File: config.mk
export PLATFORM = sky130hd
export DESIGN_NAME = stack_engine
export DESIGN_NICKNAME = d
export VERILOG_FILES = /design/src/rtl/stack_engine.sv
export SDC_FILE = /design/constraint.sdc
export NUM_CORES = 1
export LEC_CHECK = 0
export BUFFER_PORTS_ARGS = -buffer_cell sky130_fd_sc_hd__buf_2
export CAP_MARGIN = 20
export CORE_MARGIN = 5
export CORE_UTILIZATION = 35
export DETAILED_ROUTE_END_ITERATION = 7
export GPL_ROUTABILITY_DRIVEN = 0
export GPL_TIMING_DRIVEN = 0
export PLACE_DENSITY = 0.58
export RECOVER_POWER = 50
export SLEW_MARGIN = 25
export SYNTH_ARGS = -nofsm -noshare
export SYNTH_HDL_FRONTEND = slang
export SYNTH_SLANG_ARGS = --single-unit
export TNS_END_PERCENT = 20
File: constraint.sdc
create_clock -name ph1 -period 4.83 [get_ports ph1]
set_input_delay 0.2415 -clock ph1 [delete_from_list [all_inputs] [get_ports ph1]]
set_output_delay 0.2415 -clock ph1 [all_outputs]
set_load 0.02 [all_outputs]
File: src/rtl/stack_engine.sv
// Byte-wide hardware stack on page 01: pushes and pulls 16-bit words as two
// sequential byte accesses, with optional +1 adjust on the pulled word.
//
// state   | meaning
// --------+--------------------------------------------------------------
// IDLE    | waiting; sp_load or req accepted here
// PUSH_HI | write wdata[15:8] at {01,sp}, then decrement sp
// PUSH_LO | write wdata[7:0] at {01,sp}, then decrement sp
// POP_LO  | read low byte at {01,sp}, then increment sp
// POP_HI  | read high byte at {01,sp}, form rdata, sp held
// DONE    | one-cycle completion pulse
module stack_engine (
  input  logic        ph1,
  input  logic        reset,
  input  logic        req,
  input  logic        op,
  input  logic [15:0] wdata,
  input  logic        inc_on_pop,
  input  logic        sp_load,
  input  logic [7:0]  sp_in,
  input  logic [7:0]  mem_rdata,
  output logic        busy,
  output logic        done,
  output logic [15:0] rdata,
  output logic [7:0]  sp,
  output logic [15:0] mem_adr,
  output logic [7:0]  mem_wdata,
  output logic        mem_we
);

  typedef enum logic [2:0] {
    IDLE,
    PUSH_HI,
    PUSH_LO,
    POP_LO,
    POP_HI,
    DONE
  } state_t;

  state_t      state;
  logic [15:0] wbuf;
  logic [7:0]  lo_byte;
  logic        inc_q;

  always_ff @(posedge ph1 or negedge reset) begin
    if (!reset) begin
      state   <= IDLE;
      sp      <= 8'hFF;
      wbuf    <= 16'h0000;
      lo_byte <= 8'h00;
      inc_q   <= 1'b0;
      rdata   <= 16'h0000;
    end else begin
      case (state)
        IDLE: begin
          // sp_load wins over req in the same cycle
          if (sp_load) begin
            sp <= sp_in;
          end else if (req) begin
            if (!op) begin
              wbuf  <= wdata;
              state <= PUSH_HI;
            end else begin
              sp    <= sp + 8'd1;
              inc_q <= inc_on_pop;
              state <= POP_LO;
            end
          end
        end
        PUSH_HI: begin
          sp    <= sp - 8'd1;
          state <= PUSH_LO;
        end
        PUSH_LO: begin
          sp    <= sp - 8'd1;
          state <= DONE;
        end
        POP_LO: begin
          lo_byte <= mem_rdata;
          sp      <= sp + 8'd1;
          state   <= POP_HI;
        end
        POP_HI: begin
          // rdata updates only when a pull completes, so it holds between pulls
          rdata <= {mem_rdata, lo_byte} + {15'd0, inc_q};
          state <= DONE;
        end
        DONE:    state <= IDLE;
        default: state <= IDLE;
      endcase
    end
  end

  // Outputs decode from state only, so reset removes mem_we immediately
  assign busy    = (state == PUSH_HI) || (state == PUSH_LO) ||
                   (state == POP_LO)  || (state == POP_HI);
  assign done    = (state == DONE);
  assign mem_we  = (state == PUSH_HI) || (state == PUSH_LO);
  assign mem_adr = {8'h01, sp};

  always_comb begin
    mem_wdata = 8'h00;
    if (state == PUSH_HI)      mem_wdata = wbuf[15:8];
    else if (state == PUSH_LO) mem_wdata = wbuf[7:0];
  end

endmodule

==> metrics.yaml <==
hp-class: "in2reg"
clkTransAtPathRegs_ns: 0.09
initial_core_util_pct: 35.6
multi_input_area_sq_mm: 0.00138
reg2reg_slack_ns: 2.57
root_buffer: "clkbuf_8"
num_rows: 33
crit_slowest_cell: "clkbuf_1"
antenna_cells: 0
ant_nets: 0
status: "finished clean"
layout_min_cycle_time_ns: 2.31
via_count: 2507
hold-worst-slack_ns: 0.165
arrival_ns: 2.06
die_w_um: 101
cts_made_buffers: 5
worstMarginPinSlew_ns: 1.02
cp-start-kind: "register"
ys_seq_area_share_pct: 45.3
post_cts_resized: 0
synth_area_leaders: "dfrtp_1, mux2_2, dfstp_2, buf_4, o21ai_0"
crit_chain: "clkbuf_1 -> clkbuf_1 -> buf_1 -> and2_1 -> buf_2"
grt_usage_pct: 14.2
peakVddDrop_mv: 0.235
leakage_nw: 1.54
io_pins: 89
endpoint: "done"
critPathLaunch: "state[2]$_DFFE_PN0P_"
fill_cells: 828
synth_edf_count: 0
drc: 0
routed_wl_um: 7080
post-route-period-util_pct: 47.7
portBuffers: 80
first_pass_iters: 4
synthAdderAreaFrac_pct: 1.73
post_drt_wl_per_cell_um: 14.2
tns_ns: 0
cpMostUsedCell: "clkbuf_1"
core_area_sq_mm: 0.00813
setup_viol: 0
relSlewSlack_pct: 31.4
grt_pass1_wl_um: 11700
rsz0062_at_grt: "no"
clk-insertion-delay-late_ns: 0.31
synth_xor_area_share_pct: 4.24
fp.dieH_um: 101
gr-total-overflow: 0
maxSlewViolCount: 0
fp.dieArea_sq_mm: 0.0102
drive_gt1_share_pct: 31.3
cts_hold_buffers: 1
required_ns: 4.59
synthCells: 298
fin_util_pct: 43.3
tritoncts: "yes"
drt_iter0_markers: 97
regArea_sq_mm: 0.00131
synth_top_area_share_pct: 38.1
grt_max_degree: 53
synth_compound_area_share_pct: 14.9
grt_pass1_vias: 2443
synth_seq_cells: 52
worst_clock_skew_ns: 0.0116
postCtsSetupBuffers: 0
critPathMaxFanout: 10
synthToLayoutAreaGrowth_pct: 21.7
fmax_ghz: 0.434
r2r-end: "rdata[14]$_DFFE_PN0P_"
synth_top_family_by_area: "simple AND/OR/NAND/NOR gates"
synth_mux_area_share_pct: 8.95
async_reset_ff_share_pct: 100
path_class: "reg2out"
antenna_found_initial: 0
yosys.area.top_type: "dfrtp_1"
synth_warnings: 0
synthFlopType: "dfrtp_1"
syn_avg_cell_area_sq_um: 9.71
rr_worst_depth: 6
powerDensity_mw_per_mm2: 684
fin_nets: 434
hold_viol_final: 0
dpl-instance-area_sq_mm: 0.00345
ys_types: 48
max_cap_violations: 0
reg2reg_from: "state[2]$_DFFE_PN0P_"
ctsLongestPathBuffers: 2
netlist_area_sq_mm: 0.00289
cts_sinks: 52
htree_levels: 2
cp_slowest_stage_delay_ns: 0.42
post_synth_and_or_nand_nor_area_fraction_pct: 17.0
viasPerCell: 5.03
final_area_sq_mm: 0.00352
dpl.hpwl_um: 5250
cp-end-kind: "output pin"
[worst min-delay path by stage]
stage	slack, ns	to	start	cells past startpoint
final	0.16	wbuf[3]$_DFFE_PN0P_	wdata[3]	2
after global routing	0.16	wbuf[3]$_DFFE_PN0P_	wdata[3]	2
after CTS	0.15	wbuf[4]$_DFFE_PN0P_	wdata[4]	2
after detailed placement	0.32	rdata[12]$_DFFE_PN0P_	reset	1
after global placement	0.46	rdata[5]$_DFFE_PN0P_	rdata[5]$_DFFE_PN0P_	2
after floorplan	-0.05	inc_q$_DFFE_PN0P_	reset	0
[cells in the mapped netlist, types with 4 or more instances]
library cell	instances
mux2_2	23
clkbuf_1	8
nand3_1	10
xnor2_1	10
buf_2	5
o21ai_0	25
nand2_1	27
nor2b_1	6
a22oi_1	10
nor4_1	4
buf_4	17
a31oi_1	4
nor3_1	15
o211ai_1	4
ha_1	4
dfrtp_1	44
inv_1	8
dfstp_2	8
or3_1	4
a21oi_1	5
nor2_1	17
xor2_1	4
[cells by family (layout without fill, tap and decap cells)]
family,Yosys count,in the layout
xor gates and xnor gates,14,14
AOI/OAI and AO/OA,66,66
and+or+nand+nor,97,97
DFF,52,52
buffers and inverters,40,129
other,2,8
muxes,23,23
adders and majority gates,4,4
[worst max-delay path, delay by kind of cell, from the launching register on]
kind | cells | cell delay [ns]
DFF | 1 | 0.33
buffers and inverters | 4 | 1.24
and+or+nand+nor | 1 | 0.19
[through the flow]
stage                     cells  total power [W]  setup slack (ns)
after floorplan             304          0.00179              3.00
after global placement      489          0.00217              2.81
after detailed placement    489          0.00220              2.76
after CTS                   498          0.00245              2.67
after global routing        498          0.00261              2.37
final                       498          0.00241              2.52
[layout make-up]
| type | instances | area share, % |
|---|---|---|
| Buffer | 32 | 5.37 |
| Clock buffer | 7 | 2.17 |
| Clock inverter | 1 | 0.249 |
| Inverter | 8 | 0.853 |
| Multi-Input combinational cell | 212 | 39.3 |
| Sequential cell | 52 | 37.3 |
| Tap cell | 105 | 3.73 |
| Timing Repair Buffer | 81 | 11.1 |
[report_power, final]
group	internal [W]	total [W]	switching [W]
clock	0.000104	0.000246	0.000142
sequential	0.000680	0.000871	0.000192
combinational	0.000510	0.00129	0.000779
[state kept, by name, summed over array words and instances, names as in the netlist]
register  flops
wbuf         16
sp            8
inc_q         1
state         3
lo_byte       8
rdata        16
[cells in the final DEF (no fill, tap or decap), drive strengths merged, types with 2 or more instances in the layout]
master	n
buf	84
dfrtp	44
clkbuf	35
nand2	27
o21ai	25
mux2	23
nor2	17
nor3	15
nand3	11
xnor2	10
a22oi	10
inv	8
conb	8
dfstp	8
nor2b	6
a21oi	5
or3	4
o211ai	4
a31oi	4
nor4	4
xor2	4
ha	4
nand4	3
o21a	3
a221oi	2
and3	2
a211oi	2
o221ai	2
or4	2
[metal layers]
layer,part of all wire (%),GRT usage (%),wire length [um]
met5,0,0,0
met3,5.9,2.77,417
met1,46,19.0,3220
met2,47,23.3,3350
met4,1.2,4.29,83
No activity file was read; power rests on OpenSTA's default activity.
